`src/rtl/dmem_arbiter_pkg.sv`:
```
// Shared types for the data-memory arbiter: FSM states, read-return owner tag
// and the packed request bundle that is steered onto the memory port.
package dmem_arbiter_pkg;

  localparam int unsigned MEM_ADDR_W = 32;
  localparam int unsigned MEM_DATA_W = 32;
  localparam int unsigned BE_W       = 4;

  typedef enum logic {
    ARB_BOOT = 1'b0,
    ARB_RUN  = 1'b1
  } arb_state_e;

  typedef enum logic {
    OWN_CPU = 1'b0,
    OWN_LDR = 1'b1
  } arb_owner_e;

  typedef struct packed {
    logic                  we;
    logic [BE_W-1:0]       be;
    logic [MEM_ADDR_W-1:0] addr;
    logic [MEM_DATA_W-1:0] wdata;
  } mem_req_t;

  // Idle memory command: every field low so an ungranted cycle drives zeros.
  function automatic mem_req_t mem_req_idle();
    mem_req_t r;
    r.we    = 1'b0;
    r.be    = {BE_W{1'b0}};
    r.addr  = {MEM_ADDR_W{1'b0}};
    r.wdata = {MEM_DATA_W{1'b0}};
    return r;
  endfunction

endpackage

```
`src/rtl/dmem_arb_starve.sv`:
```
// Saturating loader starvation counter; force_gnt marks that the loader has
// waited STARVE_MAX ungranted RUN cycles and must win the next arbitration.
module dmem_arb_starve #(
  parameter int unsigned STARVE_MAX = 8
) (
  input  logic clk,
  input  logic rst_n,
  input  logic run,
  input  logic l_req,
  input  logic l_gnt,
  output logic force_gnt
);

  localparam int unsigned      CNT_W   = $clog2(STARVE_MAX + 1);
  localparam logic [CNT_W-1:0] CNT_MAX = CNT_W'(STARVE_MAX);

  logic [CNT_W-1:0] starve_cnt_r;
  logic [CNT_W-1:0] starve_cnt_nxt_s;
  logic             at_max_s;

  assign at_max_s  = (starve_cnt_r == CNT_MAX);
  assign force_gnt = at_max_s;

  // Count ungranted loader wait cycles in RUN, clearing on grant or withdrawal.
  always_comb begin
    starve_cnt_nxt_s = starve_cnt_r;
    if (!run || !l_req || l_gnt) begin
      starve_cnt_nxt_s = {CNT_W{1'b0}};
    end else if (!at_max_s) begin
      starve_cnt_nxt_s = starve_cnt_r + CNT_W'(1'b1);
    end else begin
      starve_cnt_nxt_s = starve_cnt_r;
    end
  end

  // Counter state register.
  always_ff @(posedge clk or negedge rst_n) begin
    if (!rst_n) begin
      starve_cnt_r <= {CNT_W{1'b0}};
    end else begin
      starve_cnt_r <= starve_cnt_nxt_s;
    end
  end

endmodule

```
`src/rtl/dmem_arbiter.sv`:
```
// Two-requester data-memory arbiter: loader-only BOOT phase, then CPU-priority
// RUN phase with a guaranteed loader slot, plus a one-cycle read-return tag.
module dmem_arbiter
  import dmem_arbiter_pkg::*;
#(
  parameter int unsigned ADDR_W     = MEM_ADDR_W,
  parameter int unsigned DATA_W     = MEM_DATA_W,
  parameter int unsigned STARVE_MAX = 8,
  parameter bit          BOOT_EN    = 1'b1
) (
  input  logic              clk,
  input  logic              rst_n,
  input  logic              c_req,
  input  logic              c_we,
  input  logic [3:0]        c_be,
  input  logic [ADDR_W-1:0] c_addr,
  input  logic [DATA_W-1:0] c_wdata,
  output logic              c_gnt,
  output logic              c_rvalid,
  output logic [DATA_W-1:0] c_rdata,
  input  logic              l_req,
  input  logic              l_we,
  input  logic [3:0]        l_be,
  input  logic [ADDR_W-1:0] l_addr,
  input  logic [DATA_W-1:0] l_wdata,
  output logic              l_gnt,
  output logic              l_rvalid,
  output logic [DATA_W-1:0] l_rdata,
  input  logic              boot_done,
  output logic              cpu_run,
  output logic              m_en,
  output logic              m_we,
  output logic [3:0]        m_be,
  output logic [ADDR_W-1:0] m_addr,
  output logic [DATA_W-1:0] m_wdata,
  input  logic [DATA_W-1:0] m_rdata
);

  localparam arb_state_e RST_STATE = BOOT_EN ? ARB_BOOT : ARB_RUN;

  arb_state_e state_r;
  arb_state_e state_nxt_s;
  arb_owner_e owner_r;
  logic       rd_r;
  logic       run_s;
  logic       force_s;
  logic       c_gnt_s;
  logic       l_gnt_s;
  mem_req_t   c_cmd_s;
  mem_req_t   l_cmd_s;
  mem_req_t   mux_s;

  assign run_s = (state_r == ARB_RUN);

  dmem_arb_starve #(
    .STARVE_MAX(STARVE_MAX)
  ) u_starve (
    .clk      (clk),
    .rst_n    (rst_n),
    .run      (run_s),
    .l_req    (l_req),
    .l_gnt    (l_gnt_s),
    .force_gnt(force_s)
  );

  // BOOT leaves on boot_done; RUN is terminal until reset.
  always_comb begin
    state_nxt_s = state_r;
    case (state_r)
      ARB_BOOT: begin
        if (boot_done) begin
          state_nxt_s = ARB_RUN;
        end else begin
          state_nxt_s = ARB_BOOT;
        end
      end
      ARB_RUN:  state_nxt_s = ARB_RUN;
      default:  state_nxt_s = RST_STATE;
    endcase
  end

  // Phase register.
  always_ff @(posedge clk or negedge rst_n) begin
    if (!rst_n) begin
      state_r <= RST_STATE;
    end else begin
      state_r <= state_nxt_s;
    end
  end

  // Same-cycle grants; reset is included so nothing is granted while held low.
  always_comb begin
    c_gnt_s = 1'b0;
    l_gnt_s = 1'b0;
    if (!rst_n) begin
      c_gnt_s = 1'b0;
      l_gnt_s = 1'b0;
    end else if (!run_s) begin
      l_gnt_s = l_req;
    end else if (force_s && l_req) begin
      l_gnt_s = 1'b1;
    end else begin
      c_gnt_s = c_req;
      l_gnt_s = l_req & ~c_req;
    end
  end

  assign c_cmd_s = '{we: c_we, be: c_be, addr: MEM_ADDR_W'(c_addr), wdata: MEM_DATA_W'(c_wdata)};
  assign l_cmd_s = '{we: l_we, be: l_be, addr: MEM_ADDR_W'(l_addr), wdata: MEM_DATA_W'(l_wdata)};

  // Steer the granted command to memory, zeros when idle.
  always_comb begin
    mux_s = mem_req_idle();
    case ({c_gnt_s, l_gnt_s})
      2'b10:   mux_s = c_cmd_s;
      2'b01:   mux_s = l_cmd_s;
      default: mux_s = mem_req_idle();
    endcase
  end

  // Tag each granted read so the returning data reaches its requester.
  always_ff @(posedge clk or negedge rst_n) begin
    if (!rst_n) begin
      rd_r    <= 1'b0;
      owner_r <= OWN_CPU;
    end else begin
      rd_r <= (c_gnt_s & ~c_we) | (l_gnt_s & ~l_we);
      if (c_gnt_s && !c_we) begin
        owner_r <= OWN_CPU;
      end else if (l_gnt_s && !l_we) begin
        owner_r <= OWN_LDR;
      end else begin
        owner_r <= owner_r;
      end
    end
  end

  assign c_gnt    = c_gnt_s;
  assign l_gnt    = l_gnt_s;
  assign cpu_run  = run_s;
  assign m_en     = c_gnt_s | l_gnt_s;
  assign m_we     = mux_s.we;
  assign m_be     = mux_s.be;
  assign m_addr   = ADDR_W'(mux_s.addr);
  assign m_wdata  = DATA_W'(mux_s.wdata);
  assign c_rvalid = rd_r && (owner_r == OWN_CPU);
  assign l_rvalid = rd_r && (owner_r == OWN_LDR);
  assign c_rdata  = m_rdata;
  assign l_rdata  = m_rdata;

endmodule

```
`config.mk`:
```
export PLATFORM = sky130hd
export DESIGN_NAME = dmem_arbiter
export DESIGN_NICKNAME = d
export VERILOG_FILES = /design/src/rtl/dmem_arbiter_pkg.sv /design/src/rtl/dmem_arb_starve.sv /design/src/rtl/dmem_arbiter.sv
export SDC_FILE = /design/constraint.sdc
export NUM_CORES = 1
export LEC_CHECK = 0
export CAP_MARGIN = 40
export CORE_AREA = 2 2 121 123
export DETAILED_ROUTE_END_ITERATION = 8
export DIE_AREA = 0 0 123 125
export PLACE_DENSITY = 0.6
export SETUP_SLACK_MARGIN = 0.2
export SYNTH_ARGS = -nofsm -noshare
export SYNTH_HDL_FRONTEND = slang
export SYNTH_HIERARCHICAL = 1
export SYNTH_SLANG_ARGS = --single-unit
```
`constraint.sdc`:
```
create_clock -name clk -period 3.4 [get_ports clk]
set_input_delay 1.02 -clock clk [delete_from_list [all_inputs] [get_ports clk]]
set_output_delay 1.02 -clock clk [all_outputs]
set_load 0.01 [all_outputs]
```
# Word-level counts from Yosys, hierarchy flattened
# Index checks and enable logic that the tools add are counted.
# word_totals
reg_bits	7
in_bits	175
output_inout_bits	139
# op_classes
n_addsub	1
eq_ne	4
muxes	13
n_bitwise	10
n_reduce_logical	12
# op_table
cell	count
one-hot mux 69 bit (2 select lines)	1
two-way mux 1 bit	9
two-way mux 4 bit	2
logical AND 1 bit	5
NOT 1 bit	5
adder 4 x 1 -> 4 bit (second input constant)	1
equality test 4 bit (second input constant)	1
zero test 1 bit	4
AND 1 bit	3
equality test 2 x 1 -> 1 bit (second input constant)	1
equality test 2 bit (second input constant)	1
logical OR 1 bit	2
inequality test 2 x 1 -> 1 bit (second input constant)	1
bitwise OR 1 bit	2
one-hot mux 1 bit (2 select lines)	1
nonzero test 2 bit	1

# Logic depth before layout (Yosys ltp)
# Gate-level depths: netlist (run 1).
# depth
depth_word	8
ltp_mapped	13
depth_no_buf	10

# Cells and area by module
# Netlist (run 1), hierarchy kept.
# modules_own_cells
mod	n_inst	cells_per_inst	area_each_um2	seq_area_each_um2
dmem_arbiter	1	245	1825.5	75.1
dmem_arb_starve	1	20	226.5	100.1

# Worst setup path before layout (run 1)
# No wires, ideal clock.
# synth_path
path_type	input to output
from	input c_req
to	output m_addr[19]
t_arrival_ns	2.277
path_slack_ns	0.103
path_stages	9
path_buffers	3
cell_sequence	nand2_1 -> o211ai_1 -> inv_1 -> ha_1 -> buf_4 -> buf_6 -> buf_6 -> a22oi_2 -> nor2b_1
# synth_between
elab_chain_cells	7
elab_cells_between_ends	11
# synth_rtl
element	line	rtl
start, declared	dmem_arbiter.sv:13	input logic c_req,
NOT 1 bit *	dmem_arbiter.sv:104	l_gnt_s = l_req & ~c_req;
AND 1 bit *	dmem_arbiter.sv:104	
two-way mux 1 bit *	dmem_arbiter.sv:100	end else if (force_s && l_req) begin
two-way mux 1 bit *	dmem_arbiter.sv:98	end else if (!run_s) begin
two-way mux 1 bit *	dmem_arbiter.sv:95	if (!rst_n) begin
via l_gnt	dmem_arbiter.sv:26	output logic l_gnt,
equality test 2 x 1 -> 1 bit / equality test 2 bit (equally long branches)	dmem_arbiter.sv:114	case ({c_gnt_s, l_gnt_s})
one-hot mux 69 bit (2 select lines) *	dmem_arbiter.sv:114	
end, declared	dmem_arbiter.sv:34	output logic [ADDR_W-1:0] m_addr,
# Mark *: on every way through the listed nets, which the timed path passes. The rest lies on a longest branch.

# Final worst setup path (run 1)
# layout_path
from	input c_req
to	output m_addr[24]
# layout_between
elab_chain_cells	7
elab_cells_between_ends	11
# layout_rtl
element	line
NOT 1 bit	dmem_arbiter.sv:104
AND 1 bit	dmem_arbiter.sv:104
two-way mux 1 bit	dmem_arbiter.sv:100
two-way mux 1 bit	dmem_arbiter.sv:98
two-way mux 1 bit	dmem_arbiter.sv:95
equality test 2 x 1 -> 1 bit / equality test 2 bit (equally long branches)	dmem_arbiter.sv:114
one-hot mux 69 bit (2 select lines) *	dmem_arbiter.sv:114
# Every way passes the cells marked *; elsewhere a longest branch is shown, timed or not.

==> metrics.yaml, run 1 <==
p_leak_nw: 2.03
grt_pass1_wl_mm: 15.6
path_class: "input port to output pin"
synth_seq_cells: 7
cap_viol_max_count: 0
pre_cts_slack_ns: -1.01
die_x_um: 123
cp_num_buf_inv: 7
start_util_pct: 14.4
path_cells: "buf_8 > nand2_4 > o211ai_1 > buf_4 > ha_4 > buf_12 > buf_12 > buf_16 > buf_6 > a22oi_2 > nor2b_2 > buf_2"
slew_viol_final: 0
fin_crit_sh_pct: 104
synth_top_area_share_pct: 23.8
crit_start: "c_req"
clock_power_share_pct: 22.8
grt_remaining_overflow: 0
r2r_slack_ns: 1.44
track_usage_pct: 13.1
internal_power_uw: 628
required_ns: 2.38
syn_inst: 265
syn2layout_area_growth_pct: 149
yosysWarningCount: 6
diodes: 0
p_sw_share_pct: 29.7
placed_cell_area_um2: 4080
fp.dieArea_um2: 15400
synth_area_per_cell_um2: 7.74
drt-wirelength-per-cell_um: 17.9
skew_ns: 0.00235
cts_max_level: 1
ir_worst_vdd_v: 0.000121
final_nets: 657
setup_viol: 62
outcome: "finished, violations left"
grt_max_degree: 26
antenna_found_initial: 0
p_total_uw: 893
failed_checks: "negative setup slack"
drtIter0Drc: 62
clock.fmax_mhz: 282
seqPwrFrac_pct: 10.4
io_pins: 314
layout_setup_ws_ns: -0.145
syn_nets: 445
worst_pin_slew_ns: 0.296
synth.distinct_cells: 28
period_needed_ns: 3.55
start_kind: "input port"
vias: 2724
cts_tree: "yes"
crit_family: "buffers and inverters"
rows: 44
drive_gt1_share_pct: 51.7
clk_latency_ns: 0.23
worstReg2RegStart: "u_starve/starve_cnt_r[1]"
clock-root-buffer: "clkbuf_16"
fin_area_um2: 5100
tns_ns: -4.28
die_y_um: 125
dp_cells: 599
dp_hpwl_mm: 6.67
critical_path.endpoint_type: "output pin"
worstHoldStart: "owner_r"
slew_headroom_pct: 80.2
max_stage_delay_ns: 0.18
cts-buffers-inserted: 3
synth_area_leader_cell: "buf_4"
power.density_nw_per_um2: 175
routabilityCongestion: 0.810
rsz0062_at_grt: "true"
hold_viol: 0
hold_class: "register to register"
synth_area_um2: 2050
wirelength_mm: 11.8
cts_buffer_depth: 2
vias_per_cell: 4.13
fin_cells: 660
ant_nets: 0
worstPathMaxFanout: 6
clk_pin_slew_ns: 0.04
core_um2: 14200
crit_arrival_ns: 2.53
synth.top_cells.by_area: "buf_4 (24%), nor2b_1 (21%), a22oi_1 (21%)"
power.switching_uw: 265
drc: 0
cts.sinks: 7
crit_top_cell: "buf_12"
seq_area_frac_synth_pct: 8.54
critical-path-slowest-cell: "buf_4"
comb_power_share_pct: 66.8
grt_pass1_vias: 2786
firstDrtPassIters: 4
io_buffers: 217
[stage by stage]
step	util, %	hold slack [ns]
floorplan	-	0.475
global placement	28.7	0.504
detailed placement	28.7	0.518
CTS	32.1	0.527
global route	35.9	0.548
finish	35.9	0.520
[kinds of logic (layout without fill, tap and decap cells)]
| family | Yosys count | count (layout) | share of synthesized area, % |
|---|---|---|---|
| flip-flops | 7 | 7 | 8.54 |
| XOR/XNOR | 3 | 3 | 1.28 |
| AND/OR/NAND/NOR | 82 | 82 | 25.2 |
| buffers and inverters | 94 | 305 | 31.8 |
| adder cells (fa/ha/maj) | 5 | 5 | 3.05 |
| multiplexers | 1 | 1 | 0.488 |
| AO/OA/AOI/OAI | 73 | 73 | 29.6 |
[worst register-to-register path: stages, from the launching register on]
cell and delay (ns):
dfrtp_1 0.34, inv_1 0.05, ha_2 0.20, nand3b_4 0.08, inv_2 0.05, o211ai_1 0.28, buf_4 0.18, inv_4 0.03
buf_4 0.12, buf_4 0.13, nand3b_1 0.23, nor3_2 0.18
[synthesized netlist by cell type (all sizes together)]
| cell type | count |
|---|---|
| a22oi | 69 |
| and2 | 1 |
| buf | 82 |
| clkbuf | 5 |
| dfrtp | 7 |
| ha | 5 |
| inv | 7 |
| mux2i | 1 |
| nand2 | 2 |
| nand3 | 1 |
| nand3b | 2 |
| nand4 | 1 |
| nor2 | 3 |
| nor2b | 70 |
| nor3 | 1 |
| o2111a | 1 |
| o211ai | 1 |
| o22a | 1 |
| o22ai | 1 |
| or2 | 1 |
| xnor2 | 2 |
| xor2 | 1 |
[layer usage]
layer | global-route usage (%) | part of all wire, % | vias to the layer above
li1 | - | - | 1293
met1 | 14.2 | 36 | 1292
met2 | 26.3 | 57 | 124
met3 | 1.69 | 6.3 | 15
met4 | 2.61 | 0.53 | 0
met5 | 0 | 0 | -
[cell usage in the layout, fill, tap and decap left out, types with 4 or more instances in the layout]
| cell type | synthesis | final |
|---|---|---|
| buf_2 | 12 | 66 |
| buf_6 | 4 | 18 |
| nor2b_2 | 0 | 10 |
| buf_12 | 0 | 10 |
| dfrtp_1 | 7 | 7 |
| clkbuf_16 | 0 | 9 |
| clkdlybuf4s50_1 | 0 | 142 |
| buf_8 | 1 | 4 |
| nor2b_4 | 0 | 4 |
| buf_4 | 65 | 33 |
| buf_16 | 0 | 12 |
| a22oi_2 | 11 | 69 |
| nor2b_1 | 70 | 56 |
| inv_1 | 6 | 4 |
[timing repair]
item                                    4_1_cts  5_1_grt
hold buffers                                  0        0
setup buffers                                19       21
gates cloned                                 11        6
resized for setup                           312       97
pin swaps                                     6       10
endpoints found under the setup margin       72       70
[power groups by stage]
stage,Combinational (mW),Sequential (mW),Clock [mW]
detailed placement,0.420,0.0937,0
CTS,0.519,0.0926,0.209
global placement,0.414,0.0932,0
finish,0.597,0.0925,0.204
floorplan,0.224,0.0937,0
global route,0.634,0.0930,0.215
[path summary, 6_finish.rpt]
check                                            to  cells past startpoint
max                                      m_addr[24]                     12
min                                         owner_r                      1
min reg2reg                                 owner_r                      1
max in group asynchronous  u_starve/starve_cnt_r[3]                      2
min in group asynchronous                   owner_r                      2
max reg2reg                u_starve/starve_cnt_r[2]                     11
[flip-flops by register name, indices dropped and copies added, names as in the netlist]
register and count:
u_starve/starve_cnt_r 4, cpu_run 1, owner_r 1, rd_r 1
[final cells by class]
type,count,area (um^2)
clock buffer,4,78.8
fill,1439,9100
inverter,7,31.3
multi-input combinational,164,1620
sequential,7,175
tap,184,230
timing repair buffer,294,2970
Power figures use the tool's default switching activity.
==> inputs of run 2 (changes only) <==
Settings changed: CORE_AREA 2 2 121 123 to 2 2 122 124, DIE_AREA 0 0 123 125 to 0 0 124 126, PLACE_DENSITY 0.6 to 0.61.
Clock period 3.4 ns to 3.2 ns, I/O delays scaled along.
==> run 2 against run 1 <==
The run still ends with negative setup slack left. Utilization up 4.4 points. Sequential share of layout area shrank 0.40 points. Clock skew is essentially flat. Final cell count is 0.61% higher. Cell area is 13% higher. Setup slack got worse by 0.096 ns. Via count grew 4.7%. Global-route usage rose by 1.2 points. Critical path type unchanged. Largest power group unchanged. Highest routed layer unchanged.
==> metrics.yaml, run 2 (same netlist as run 1, synthesis figures left out) <==
grt_max_degree: 20
grt_pass1_wl_mm: 16.8
p_total_mw: 1.07
routabilityCongestion: 0.768
clk_pin_slew_ns: 0.04
cts.sinks: 7
worstPathMaxFanout: 8
critical_path.endpoint_type: "output pin"
fin_crit_sh_pct: 108
grt_pass1_vias: 3010
drtIter0Drc: 40
crit_top_cell: "buf_6"
dp_hpwl_mm: 7.21
skew_ns: 0.00264
final_common_cell: "clkdlybuf4s50_1"
largest-register: "u_starve/starve_cnt_r"
final_nets: 661
tns_ns: -11.52
ir_worst_vdd_v: 0.000155
p_leak_nw: 2.24
antenna_found_initial: 0
vias_per_cell: 4.29
crit_arrival_ns: 2.48
max_stage_delay_ns: 0.25
ant_nets: 0
start_util_pct: 14.3
drt-wirelength-per-cell_um: 19.7
io_pins: 314
post-route-util_pct: 40.3
fill_cells: 1352
clock.fmax_mhz: 291
path_class: "input port to output pin"
start_kind: "input port"
hold_viol: 0
fp.dieArea_um2: 15600
core_um2: 14300
diodes: 0
cp_num_buf_inv: 7
rsz0062_at_grt: "true"
grt_remaining_overflow: 0
io_buffers: 217
die_x_um: 124
wirelength_mm: 13.1
clock-root-buffer: "clkbuf_16"
rows: 44
hold_class: "input port to asynchronous set/reset pin"
critical-path-slowest-cell: "o211ai_1"
outcome: "finished, violations left"
cts_buffer_depth: 2
firstDrtPassIters: 3
ctsHoldBuffers: 0
die_y_um: 126
final_cell_mix: "clkdlybuf4s50_1 (142), a22oi_2 (64), buf_6 (53)"
cap_viol_max_count: 0
cts_max_level: 1
cts_tree: "yes"
worst_pin_slew_ns: 0.292
layout_setup_ws_ns: -0.242
drc: 0
vias: 2851
clk_latency_ns: 0.23
crit_family: "buffers and inverters"
slew_viol_final: 0
track_usage_pct: 14.3
seqCellArea_um2: 175
failed_checks: "negative setup slack"
cts-buffers-inserted: 3
syn2layout_area_growth_pct: 181
largest_reg_flops: 4
drive_gt1_share_pct: 57.7
required_ns: 2.24
setup_viol: 69
multi_input_area_um2: 1860
power.density_nw_per_um2: 186
slew_headroom_pct: 80.6
path_cells: "buf_8 > nand2_4 > o211ai_1 > buf_4 > buf_6 > ha_4 > buf_6 > buf_12 > buf_16 > nor2b_1 > buf_2"
period_needed_ns: 3.44
run 2: changes by cell type in the layout (fill, tap and decap cells not counted), sizes merged:
cell and change:
buf +3, bufbuf +1
run 2: path summary, 6_finish.rpt:
kind	startpoint	to	slack, ns	cells past startpoint
min in group clk	owner_r	owner_r	0.52	1
max in group asynchronous	rst_n	u_starve/starve_cnt_r[1]	2.48	2
min reg2reg	owner_r	owner_r	0.52	1
max	c_req	m_wdata[18]	-0.24	11
max reg2reg	u_starve/starve_cnt_r[1]	u_starve/starve_cnt_r[2]	1.38	10
min	rst_n	u_starve/starve_cnt_r[2]	0.50	1
run 2: timing repair:
item | in CTS | in global routing
buffers inserted | 26 | 8
resized for setup | 400 | 98
cloned | 17 | 8
endpoints found under the setup margin | 72 | 72
pin swaps | 13 | 15
run 2: stage by stage:
stage	std cells	instance area, um^2	hold WS (ns)	setup WS (ns)
floorplan	265	2090	0.475	0.0443
global placement	601	4110	0.496	-1.01
detailed placement	601	4110	0.508	-1.02
CTS	648	5030	0.496	-0.229
global route	664	5770	0.500	-0.287
finish	664	5770	0.499	-0.242
run 2: final cells by class:
cell class,count,share of cell area (%)
sequential,7,3.03
timing repair buffer,298,58.9
inverter,7,0.542
clock buffer,4,1.37
multi-input combinational,164,32.2
tap,184,3.99
run 2: power breakdown:
part | total [mW] | internal (mW) | switching, mW | leakage (nW)
registers | 0.0987 | 0.0948 | 0.00398 | 0.0884
logic | 0.762 | 0.497 | 0.265 | 2.11
clock network | 0.214 | 0.166 | 0.0483 | 0.0382
total | 1.07 | 0.757 | 0.317 | 2.24
run 2: worst register-to-register path, cell delays in order (launching register included):
cell,delay (ns)
dfrtp_1,0.35
inv_2,0.06
ha_4,0.16
nand3b_4,0.09
inv_4,0.05
o211ai_1,0.25
buf_4,0.18
inv_2,0.05
buf_4,0.13
nand3b_1,0.24
nor3_2,0.19
run 2: metal layers:
layer,wire length (um),GRT usage (%),part of all wire (%),up-vias
met5,0,0,0,-
met4,327,3.77,2.5,0
li1,-,-,-,1304
met1,4730,15.4,36,1364
met2,6960,27.7,53,156
met3,1050,2.63,8.0,27
==> inputs of run 3 (changes only) <==
Settings changed: CORE_AREA 2 2 122 124 to 2 2 121 123, DIE_AREA 0 0 124 126 to 0 0 123 125, PLACE_DENSITY 0.61 to 0.6.
Clock period 3.2 ns to 3.8 ns, I/O delays scaled along.
==> run 3 against run 2 <==
The run now ends clean. Critical path depth grew 1. Non-clock buffer count decreased by 26. Clock skew shrank 0.0024 ns. First-iteration DRC count is 23% higher. Combinational power shrank 30%. Sequential power down 14%. Clock power down 16%. Final cell count is 3.9% lower. Utilization shrank 4.1 points. Total power shrank 26%. Die area shrank 1.6%. Sequential cell count unchanged. Critical path type unchanged. Critical endpoint is now m_wdata[10]. Largest cell class unchanged. Largest power group unchanged.
==> metrics.yaml, run 3 (same netlist as run 1, synthesis figures left out) <==
outcome: "finished, final reports clean"
power.density_nw_per_um2: 155
clock.fmax_mhz: 266
worstPathMaxFanout: 5
grt_pass1_vias: 2673
hold_class: "register to register"
grt_pass1_wl_mm: 13.9
cp_num_buf_inv: 7
path_cells: "buf_6 > nand2_1 > nand4_1 > buf_6 > buf_6 > ha_4 > buf_6 > buf_12 > buf_16 > a22oi_2 > nor2b_1 > buf_2"
final_nets: 635
seqCellArea_um2: 175
die_x_um: 123
hold_viol: 0
ir_worst_vdd_v: 0.000124
power.switching_uw: 235
grt_remaining_overflow: 0
p_total_uw: 796
wirelength_mm: 11.3
drtIter0Drc: 49
crit_arrival_ns: 2.62
cts_buffer_depth: 2
slew_viol_final: 0
rows: 44
largest-register: "u_starve/starve_cnt_r"
start_util_pct: 14.4
final_common_cell: "clkdlybuf4s50_1"
multi_input_area_um2: 1750
fin_crit_sh_pct: 99.0
ant_nets: 0
drc: 0
critical_path.endpoint_type: "output pin"
clk_pin_slew_ns: 0.04
clock_power_share_pct: 22.6
r2r_cells: 11
io_pins: 314
fp.dieArea_um2: 15400
drive_gt1_share_pct: 52.9
io_buffers: 217
p_sw_share_pct: 29.5
vias_per_cell: 4.17
drt-wirelength-per-cell_um: 17.7
crit_family: "buffers and inverters"
path_class: "input port to output pin"
max_stage_delay_ns: 0.18
clock-root-buffer: "clkbuf_16"
fill_cells: 1418
p_leak_nw: 1.96
period_needed_ns: 3.76
start_kind: "input port"
post-route-util_pct: 36.2
critical-path-slowest-cell: "ha_4"
cts_tree: "yes"
min_path_cells: 1
clk_latency_ns: 0.23
cts_max_level: 1
firstDrtPassIters: 4
worst_pin_slew_ns: 0.212
core_um2: 14200
crit_cells: 12
dp_hpwl_mm: 6.33
vias: 2662
skew_ns: 0.000240
required_ns: 2.66
antenna_found_initial: 0
cts.sinks: 7
diodes: 0
die_y_um: 125
routabilityCongestion: 0.779
final_cell_mix: "clkdlybuf4s50_1 (145), a22oi_2 (65), buf_2 (44)"
cap_viol_max_count: 0
rsz0062_at_grt: "true"
crit_top_cell: "buf_6"
largest_reg_flops: 4
syn2layout_area_growth_pct: 151
cts-buffers-inserted: 3
track_usage_pct: 11.5
grt_max_degree: 36
slew_headroom_pct: 85.9
comb_power_share_pct: 66.8
setup_viol: 0
holdWs_ns: 0.530
seqPwrFrac_pct: 10.6
internal_power_uw: 561
-- run 3: cell types whose count changed in the layout (fill, tap and decap cells not counted), sizes merged --
cell | before | now
buf | 146 | 121
clkdlybuf4s15 | 1 | 0
bufbuf | 1 | 0
clkdlybuf4s50 | 142 | 145
dlygate4sd2 | 2 | 0
-- run 3: timing repair --
action                     4_1_cts  5_1_grt
cloned                           9       11
pin swaps                        8       14
hold buffers                     0        0
buffers inserted                15        6
gates resized for setup        320      121
setup endpoints to repair       72       71
-- run 3: power groups by stage --
stage / Clock [mW] / Combinational, mW / Sequential (mW)
after floorplan: 0 / 0.196 / 0.0838
after global placement: 0 / 0.364 / 0.0848
after detailed placement: 0 / 0.368 / 0.0852
after CTS: 0.184 / 0.425 / 0.0843
after global routing: 0.187 / 0.564 / 0.0854
final: 0.179 / 0.532 / 0.0846
-- run 3: per-layer routing --
| metal | vias up | share of wire [%] | global-route usage, % | wire [um] |
|---|---|---|---|---|
| met2 | 140 | 56 | 23.2 | 6280 |
| met1 | 1259 | 36 | 11.8 | 4050 |
| met3 | 13 | 7.9 | 2.10 | 897 |
| li1 | 1250 | - | - | - |
| met5 | - | 0 | 0 | 0 |
| met4 | 0 | 0.62 | 2.67 | 70 |
-- run 3: worst register-to-register path: cells and delay by family (launching register included) --
family,cells,cell delay [ns]
flops,1,0.40
buf+inv,6,0.59
fa+ha+maj,1,0.19
simple gates,3,0.53
compound gates,1,0.21
-- run 3: final cells by class --
class / instances / share of cell area, %
clock buffer: 4 / 1.53
tap: 184 / 4.48
multi-input combinational: 164 / 34.0
sequential: 7 / 3.41
timing repair buffer: 272 / 56.1
inverter: 7 / 0.560
-- run 3: worst paths after layout --
kind                                     startpoint                  endpoint  slack, ns
hold / removal                              owner_r                   owner_r       0.53
min in group asynchronous                     rst_n                   cpu_run       0.81
max in group asynchronous                     rst_n                   owner_r       2.84
hold reg to reg                             owner_r                   owner_r       0.53
setup / recovery                              l_req               m_wdata[10]       0.04
setup reg to reg           u_starve/starve_cnt_r[0]  u_starve/starve_cnt_r[2]       1.80
-- run 3: through the flow --
stage                     instances  TNS, ns  area, um^2  worst slack, ns
after global routing            638  -0.0606        5140          -0.0377
after detailed placement        593   -45.33        4010           -0.746
after CTS                       621        0        4500           0.0734
after global placement          593   -44.09        4010           -0.772
final                           638        0        5140           0.0380
after floorplan                 265        0        2050            0.263
